<file path="config.mk">
export PLATFORM = sky130hd
export DESIGN_NAME = code_lock_amisha
export DESIGN_NICKNAME = d
export VERILOG_FILES = /design/src/rtl/code_lock_amisha_pkg.sv /design/src/rtl/code_lock_amisha_eq2.sv /design/src/rtl/code_lock_amisha.sv
export SDC_FILE = /design/constraint.sdc
export NUM_CORES = 1
export LEC_CHECK = 0
export ABC_CLOCK_PERIOD_IN_PS = 5700
export BUFFER_PORTS_ARGS = -buffer_cell sky130_fd_sc_hd__buf_2
export CORE_AREA = 2 2 49 62
export DETAILED_ROUTE_END_ITERATION = 10
export DIE_AREA = 0 0 51 64
export MAX_ROUTING_LAYER = met4
export SLEW_MARGIN = 20
export SYNTH_ARGS = -nofsm -noshare
export SYNTH_HDL_FRONTEND = slang
export SYNTH_SLANG_ARGS = --single-unit
</file>
<file path="constraint.sdc">
create_clock -name clk_amisha -period 5.7 [get_ports clk_amisha]
set_input_delay 1.14 -clock clk_amisha [delete_from_list [all_inputs] [get_ports clk_amisha]]
set_output_delay 1.14 -clock clk_amisha [all_outputs]
set_load 0.01 [all_outputs]
</file>
<file path="src/rtl/code_lock_amisha_pkg.sv">
// Shared constants and helpers for the 2-bit-symbol code lock.
package code_lock_amisha_pkg;

    localparam int SYM_W   = 2;
    localparam int TIMER_W = 8;

    localparam logic [1:0] ST_ENTRY    = 2'd0;
    localparam logic [1:0] ST_UNLOCKED = 2'd1;
    localparam logic [1:0] ST_LOCKOUT  = 2'd2;

    // Symbol k of the packed code sits at bits [2k+1:2k].
    function automatic logic [SYM_W-1:0] code_sym(
        input logic [2*4-1:0] code,
        input logic [1:0]     idx
    );
        return code[{idx, 1'b0} +: SYM_W];
    endfunction

endpackage

</file>
<file path="src/rtl/code_lock_amisha_eq2.sv">
// Combinational 2-bit equality comparator.
module eq2_cmp_amisha
    import code_lock_amisha_pkg::*;
(
    input  logic [SYM_W-1:0] a_i,
    input  logic [SYM_W-1:0] b_i,
    output logic             eq_o
);

    assign eq_o = ~|(a_i ^ b_i);

endmodule

</file>
<file path="src/rtl/code_lock_amisha.sv">
// Code lock: per-symbol check, unlock window, lockout after repeated failures.
module code_lock_amisha
    import code_lock_amisha_pkg::*;
#(
    parameter int         CODE_LEN    = 4,
    parameter logic [7:0] CODE        = 8'b00_11_01_10,
    parameter int         MAX_FAIL    = 3,
    parameter int         UNLOCK_CYC  = 8,
    parameter int         LOCKOUT_CYC = 16
) (
    input  logic             clk_amisha,
    input  logic             rst_n_amisha,
    input  logic [SYM_W-1:0] sym_amisha,
    input  logic             sym_valid_amisha,
    output logic             sym_ready_amisha,
    input  logic             clear_amisha,
    output logic             unlocked_amisha,
    output logic             lockout_amisha,
    output logic             fail_pulse_amisha,
    output logic [1:0]       idx_amisha,
    output logic [1:0]       fail_cnt_amisha
);

    localparam logic [1:0]         LAST_IDX = 2'(CODE_LEN - 1);
    localparam logic [2:0]         MAX_F    = 3'(MAX_FAIL);
    localparam logic [TIMER_W-1:0] UNL_T    = TIMER_W'(UNLOCK_CYC - 1);
    localparam logic [TIMER_W-1:0] LCK_T    = TIMER_W'(LOCKOUT_CYC - 1);

    logic [1:0]         state_q, state_d;
    logic [1:0]         idx_q, idx_d;
    logic               err_q, err_d;
    logic [1:0]         fail_cnt_q, fail_cnt_d;
    logic [TIMER_W-1:0] timer_q, timer_d;
    logic               pulse_q, pulse_d;

    logic [SYM_W-1:0] exp_sym;
    logic             match;
    logic             accept;
    logic             final_err;
    logic             last_sym;
    logic [2:0]       fail_inc;

    assign exp_sym = code_sym(CODE, idx_q);

    eq2_cmp_amisha u_cmp (
        .a_i  (sym_amisha),
        .b_i  (exp_sym),
        .eq_o (match)
    );

    assign accept    = sym_valid_amisha & (state_q == ST_ENTRY);
    assign final_err = err_q | ~match;
    assign last_sym  = (idx_q == LAST_IDX);
    assign fail_inc  = {1'b0, fail_cnt_q} + 3'd1;

    always_comb begin
        state_d    = state_q;
        idx_d      = idx_q;
        err_d      = err_q;
        fail_cnt_d = fail_cnt_q;
        timer_d    = timer_q;
        pulse_d    = 1'b0;
        case (state_q)
            ST_ENTRY: begin
                if (clear_amisha) begin
                    idx_d = 2'd0;
                    err_d = 1'b0;
                end else if (accept) begin
                    if (last_sym) begin
                        idx_d = 2'd0;
                        err_d = 1'b0;
                        if (!final_err) begin
                            state_d    = ST_UNLOCKED;
                            timer_d    = UNL_T;
                            fail_cnt_d = 2'd0;
                        end else if (fail_inc < MAX_F) begin
                            fail_cnt_d = fail_inc[1:0];
                            pulse_d    = 1'b1;
                        end else begin
                            state_d    = ST_LOCKOUT;
                            timer_d    = LCK_T;
                            fail_cnt_d = MAX_F[1:0];
                            pulse_d    = 1'b1;
                        end
                    end else begin
                        idx_d = idx_q + 2'd1;
                        err_d = final_err;
                    end
                end
            end
            ST_UNLOCKED: begin
                if (timer_q == '0) begin
                    state_d = ST_ENTRY;
                end else begin
                    timer_d = timer_q - 1'b1;
                end
            end
            ST_LOCKOUT: begin
                if (timer_q == '0) begin
                    state_d    = ST_ENTRY;
                    fail_cnt_d = 2'd0;
                end else begin
                    timer_d = timer_q - 1'b1;
                end
            end
            default: begin
                // Illegal encoding recovers to a clean entry state.
                state_d = ST_ENTRY;
                idx_d   = 2'd0;
                err_d   = 1'b0;
                timer_d = '0;
            end
        endcase
    end

    always_ff @(posedge clk_amisha or negedge rst_n_amisha) begin
        if (!rst_n_amisha) begin
            state_q    <= ST_ENTRY;
            idx_q      <= 2'd0;
            err_q      <= 1'b0;
            fail_cnt_q <= 2'd0;
            timer_q    <= '0;
            pulse_q    <= 1'b0;
        end else begin
            state_q    <= state_d;
            idx_q      <= idx_d;
            err_q      <= err_d;
            fail_cnt_q <= fail_cnt_d;
            timer_q    <= timer_d;
            pulse_q    <= pulse_d;
        end
    end

    assign sym_ready_amisha  = (state_q == ST_ENTRY);
    assign unlocked_amisha   = (state_q == ST_UNLOCKED);
    assign lockout_amisha    = (state_q == ST_LOCKOUT);
    assign fail_pulse_amisha = pulse_q;
    assign idx_amisha        = idx_q;
    assign fail_cnt_amisha   = fail_cnt_q;

endmodule

</file>
Word level (Yosys, flattened, before mapping)
Index checks and enable logic that the tools add are counted.
{"block": "word_totals", "ff_bits": 16, "input_bits": 6, "output_inout_bits": 8, "wordCells": 68}
{"block": "op_classes", "add_sub_neg": 3, "n_lt_le_gt_ge": 1, "eq_ne": 11, "n_shift": 1, "mux": 33, "bitwise_logic": 4, "reduce_logical": 9}
{"op": "$mux 8", "count": 6}
{"op": "$mux 2", "count": 14}
{"op": "$pmux 8 s2", "count": 1}
{"op": "$reduce_and 5->1", "count": 3}
{"op": "$pmux 2 s2", "count": 3}
{"op": "$logic_not 8->1", "count": 1}
{"op": "$mux 1", "count": 8}
{"op": "$ne 2x1->1 const B", "count": 4}
{"op": "$shiftx 8x4->2 const A", "count": 1}
{"op": "$sub 8x1->8 const B", "count": 1}
{"op": "$eq 2x2->1 const B", "count": 2}
{"op": "$ne 2x2->1 const B", "count": 2}
{"op": "$reduce_or 2->1", "count": 2}
{"op": "$add 2x1->3 const B", "count": 1}
{"op": "$lt 3x2->1 const B", "count": 1}
{"op": "$ne 3x1->1 const B", "count": 1}
{"op": "$ne 3x3->1 const B", "count": 1}
{"op": "$add 2x1->2 const B", "count": 1}
{"op": "$eq 2x1->1 const B", "count": 1}
{"op": "$logic_not 2->1", "count": 1}
{"op": "$pmux 1 s2", "count": 1}
{"op": "$reduce_and 2->1", "count": 1}
{"op": "$reduce_bool 2->1", "count": 1}
{"op": "$xor 2x2->2", "count": 1}
{"op": "3 further kinds", "count": 3}

Logic depth before layout (Yosys ltp)
{"block": "depth", "depth_word": 9, "depth_mapped": 8, "ltp_nobuf": 7}

Cells and area by module
A second synthesis with hierarchy kept.
{"block": "hier_totals", "cells_unflattened": 119, "area_unflattened_um2": 1151.1}
{"mod": "code_lock_amisha", "n_inst": 1, "cells_per_inst": 116, "area_each_um2": 1129.8, "seq_area_each_um2": 400.4}
{"mod": "eq2_cmp_amisha", "n_inst": 1, "cells_per_inst": 3, "area_each_um2": 21.3, "seq_area_each_um2": 0.0}

Worst setup path after synthesis
Ideal clock, no wire load.
{"block": "synth_path", "path_kind": "input port to flip-flop", "from": "input port sym_amisha[1]", "to": "register timer_q[4]", "setup_ns": 0.069, "t_arrival_ns": 2.516, "required_ns": 5.631, "slack_ns": 3.115, "cell_stages": 5, "path_buffers": 0, "cell_sequence": "or3_4 > a211oi_4 > o221ai_2 > or4_1 > nand3_1"}
{"block": "synth_via", "elab_chain_len": 8, "elab_cells_between_ends": 10, "cone_classes": "eq/ne: 1; mux: 5; bitwise: 2; reduce/logical: 2"}
{"element": "start: declaration", "line": "code_lock_amisha.sv:13", "text": "input logic [SYM_W-1:0] sym_amisha,"}
{"element": "$xor 2x2->2 (*)", "line": "code_lock_amisha_eq2.sv:10", "text": "assign eq_o = ~|(a_i ^ b_i);"}
{"element": "$reduce_or 2->1 (*)", "line": "code_lock_amisha_eq2.sv:10"}
{"element": "$or 1x1->1 (*)", "line": "code_lock_amisha.sv:52", "text": "assign final_err = err_q | ~match;"}
{"element": "$mux 8", "line": "code_lock_amisha.sv:72", "text": "if (!final_err) begin"}
{"element": "$mux 8", "line": "code_lock_amisha.sv:69", "text": "if (last_sym) begin"}
{"element": "$mux 8", "line": "code_lock_amisha.sv:68", "text": "end else if (accept) begin"}
{"element": "$mux 8", "line": "code_lock_amisha.sv:65", "text": "if (clear_amisha) begin"}
{"element": "$pmux 8 s2", "line": "code_lock_amisha.sv:63", "text": "case (state_q)"}
{"element": "end signal: assignment", "line": "code_lock_amisha.sv:129", "text": "timer_q <= timer_d;"}
{"element": "end: declaration", "line": "code_lock_amisha.sv:33", "text": "logic [TIMER_W-1:0] timer_q, timer_d;"}
Mark *: on every way between the ends. The rest lies on a longest branch, timed or not. The select of a mux whose other input is x is not followed.
A chain may end at the register's enable or synchronous reset.

Final worst setup path
Ends and elaborated chain as after synthesis.

==> results.md <==
- Status: completed
- CTS buffer count: 3
- Largest net degree at the start of global routing: 17
- Lkg Pwr: 0.000509 uW
- Area delta synth->final: 12.0%
- Post_cts resized: 0
- Cell Chain, Critical Path: buf_2, or3_4, a211oi_4, o221ai_2, or4_1, nand3_1
- Fin area: 1140 sq um
- Final Hold Fails: 0
- Initial antenna violation count: 0
- Max incr delay on CP: 0.57 ns
- Worst-path clk slew: 0.08 ns
- Worst hold path class: flip-flop to flip-flop
- Routed wire per std cell: 13.0 um
- DRT Wirelength: 2090 um
- #FFs+latches synth: 16
- Clk_lat worst skew: 0.29 ns
- Hold Buf Count CTS: 0
- Routability cong.: 0.860
- Met1 usage: 0.196
- Root buf cell: clkbuf_4
- Antenna violation net count after detailed routing: 0
- Fin crit share: 0.466
- Max Fclk: 376 MHz
- Post-route minimum period: 2.66 ns
- Seq. cell area: 400 sq um
- Max-slew violations: 0
- Overall power: 721 uW
- Vias per cell: 5.38
- Fillcell total: 266
- RSZ-0062 raised after global routing: false
- Synthesized instance count: 112
- DR pass1 iterations: 4
- Clock sink count: 16
- Pre-CTS WS: 2.75 ns
- Vias in the first global route: 826
- Htree depth: 1
- Measured slew at the worst slew-check pin: 0.504 ns
- Met3 Resource Use GR: 0.0234
- # setup viols final: 0
- Worst setup EP type: flip-flop
- Gr usage total: 0.151
- Row Count: 21
- CP required: 5.93 ns
- Setup WS post-layout: 3.04 ns
- Sum Neg Setup Slack: 0 ns
- DRC Markers: 0
- Max Cap Viol: 0
- Final Skew: 0.00227 ns
- DP HPWL: 1590 um
- First-pass GRT wire length: 3620 um
- Antenna diodes: 0
- Met2 usage: 0.227
- Slowest-stage cell, CP: or4_1
- CTS Buffer Depth: 2
- Die Y: 64 um
- Detailed-route via count: 861
- Full die area: 3260 sq um
- Worst Setup Path Type: primary input to flip-flop
- PortBufs: 13
- Initial core utilization: 0.384
- IO Pins: 14
- Worst-path maximum fanout: 12
- Startpoint Class: primary input
- Nets: 142
- Cell Pwr Density: 631 nW/um^2
- Synth warn: 0
- Area of the multi-input gates: 578 sq um
- Setup bufs post-CTS: 0
- Ratio of cells with drive above 1 in the final layout: 0.167
- Initial DRC count: 6
- Slew margin rel.: 0.659
- Die Span X: 51 um
- Grt peak-use layer: met2
- Syn_nets: 126
- Synthesized area per cell: 9.10 sq um
- Syn Std Cell Area: 1020 sq um
- Netlist cell types: 32
- Core Region: 2650 sq um
- Overflow after GRT: 0
- Sequential area share after synthesis: 0.393
- Fin Hold WS: 0.493 ns
- WP data arrival: 2.89 ns
- Worst vdd ir: 0.444 mV
- Placed Area: 1120 sq um
- CTS tree: done
-- placed cells by master, fill, tap and decap left out, types with 2 or more instances in the layout --
cell type and count:
dfrtp_1 16, buf_2 13, nand2_1 10, inv_1 9, o21ai_0 9, a21oi_1 9, ha_1 8, nand2b_1 6
nor2_1 6, o31ai_1 4, nor3_1 3, a31oi_1 3, nand3_1 3, o221ai_1 3, clkbuf_4 3, o41ai_1 2
nor2b_1 2, o22ai_1 2
-- flip-flops by register name, summed over array words and instances, names as in the netlist --
register           cells
timer_q                8
fail_cnt_amisha        2
idx_amisha             2
state_q                2
err_q                  1
fail_pulse_amisha      1
-- cells in the mapped netlist --
cell | count | area [sq um]
o21a_1 | 1 | 7.51
o31ai_1 | 4 | 30.0
nor4_1 | 1 | 6.26
o221ai_1 | 3 | 26.3
a211oi_4 | 1 | 20.0
or2_1 | 1 | 6.26
o41ai_1 | 2 | 17.5
or3_4 | 1 | 11.3
or2_2 | 1 | 6.26
mux2_2 | 1 | 11.3
o22ai_1 | 2 | 12.5
a211oi_1 | 1 | 7.51
nor2_1 | 6 | 22.5
a31oi_1 | 3 | 18.8
nand2_1 | 10 | 37.5
nor4b_1 | 1 | 8.76
nor3_1 | 3 | 15.0
nand3_1 | 3 | 15.0
nand4b_1 | 1 | 8.76
nand2b_1 | 6 | 37.5
dfrtp_1 | 16 | 400
nor2b_1 | 2 | 12.5
a21oi_1 | 9 | 45.0
a32o_1 | 1 | 10.0
xor2_1 | 1 | 8.76
clkbuf_1 | 2 | 7.51
ha_1 | 8 | 100
or4_1 | 1 | 7.51
o221ai_2 | 1 | 15.0
a21o_1 | 1 | 7.51
o21ai_0 | 9 | 45.0
inv_1 | 9 | 33.8
-- through the flow --
step / std cells / util
2_1_floorplan: 112 / -
3_3_place_gp: 157 / 0.422
3_5_place_dp: 157 / 0.422
4_1_cts: 160 / 0.430
5_1_grt: 160 / 0.430
6_report: 160 / 0.430
-- layer usage --
| metal | routed length [um] | share of wire |
|---|---|---|
| met4 | 55 | 0.026 |
| met5 | 0 | 0 |
| met2 | 995 | 0.48 |
| met3 | 55 | 0.026 |
| met1 | 981 | 0.47 |
-- power by group --
group          switching [uW]  internal, uW  total [uW]
registers                51.8           163         215
clock network            34.4          24.6        59.0
logic                     272           174         447
total                     359           362         721
-- cell type report --
cell class	count	share of cell area
tap	34	0.0372
clock buffer	3	0.0197
inverter	9	0.0296
timing repair buffer	13	0.0570
sequential	16	0.350
multi-input combinational	85	0.506
-- worst max-delay path, delay by kind of cell --
family                 cells  cell delay [ns]
and+or+nand+nor            3             1.00
AOI/OAI and AO/OA          2             0.64
buffers and inverters      1             0.10
-- worst paths after layout --
| check | slack, ns | start | depth (start not counted) | to |
|---|---|---|---|---|
| max | 3.04 | sym_amisha[1] | 6 | timer_q[4] |
| min | 0.49 | timer_q[7] | 1 | timer_q[7] |
| max reg2reg | 3.25 | idx_amisha[0] | 7 | timer_q[4] |
| min reg2reg | 0.49 | timer_q[7] | 1 | timer_q[7] |
| max in group asynchronous | 4.68 | rst_n_amisha | 1 | idx_amisha[1] |
| min in group asynchronous | 0.75 | rst_n_amisha | 1 | state_q[1] |
-- logic make-up after synthesis --
logic type,Yosys count,share of synthesized area
AO/OA/AOI/OAI,38,0.258
XOR/XNOR,1,0.00859
adder cells (fa/ha/maj),8,0.0982
buffers and inverters,11,0.0405
flip-flops,16,0.393
multiplexers,1,0.0110
AND/OR/NAND/NOR,37,0.191
Note: power is estimated with default switching activity, not from simulation.
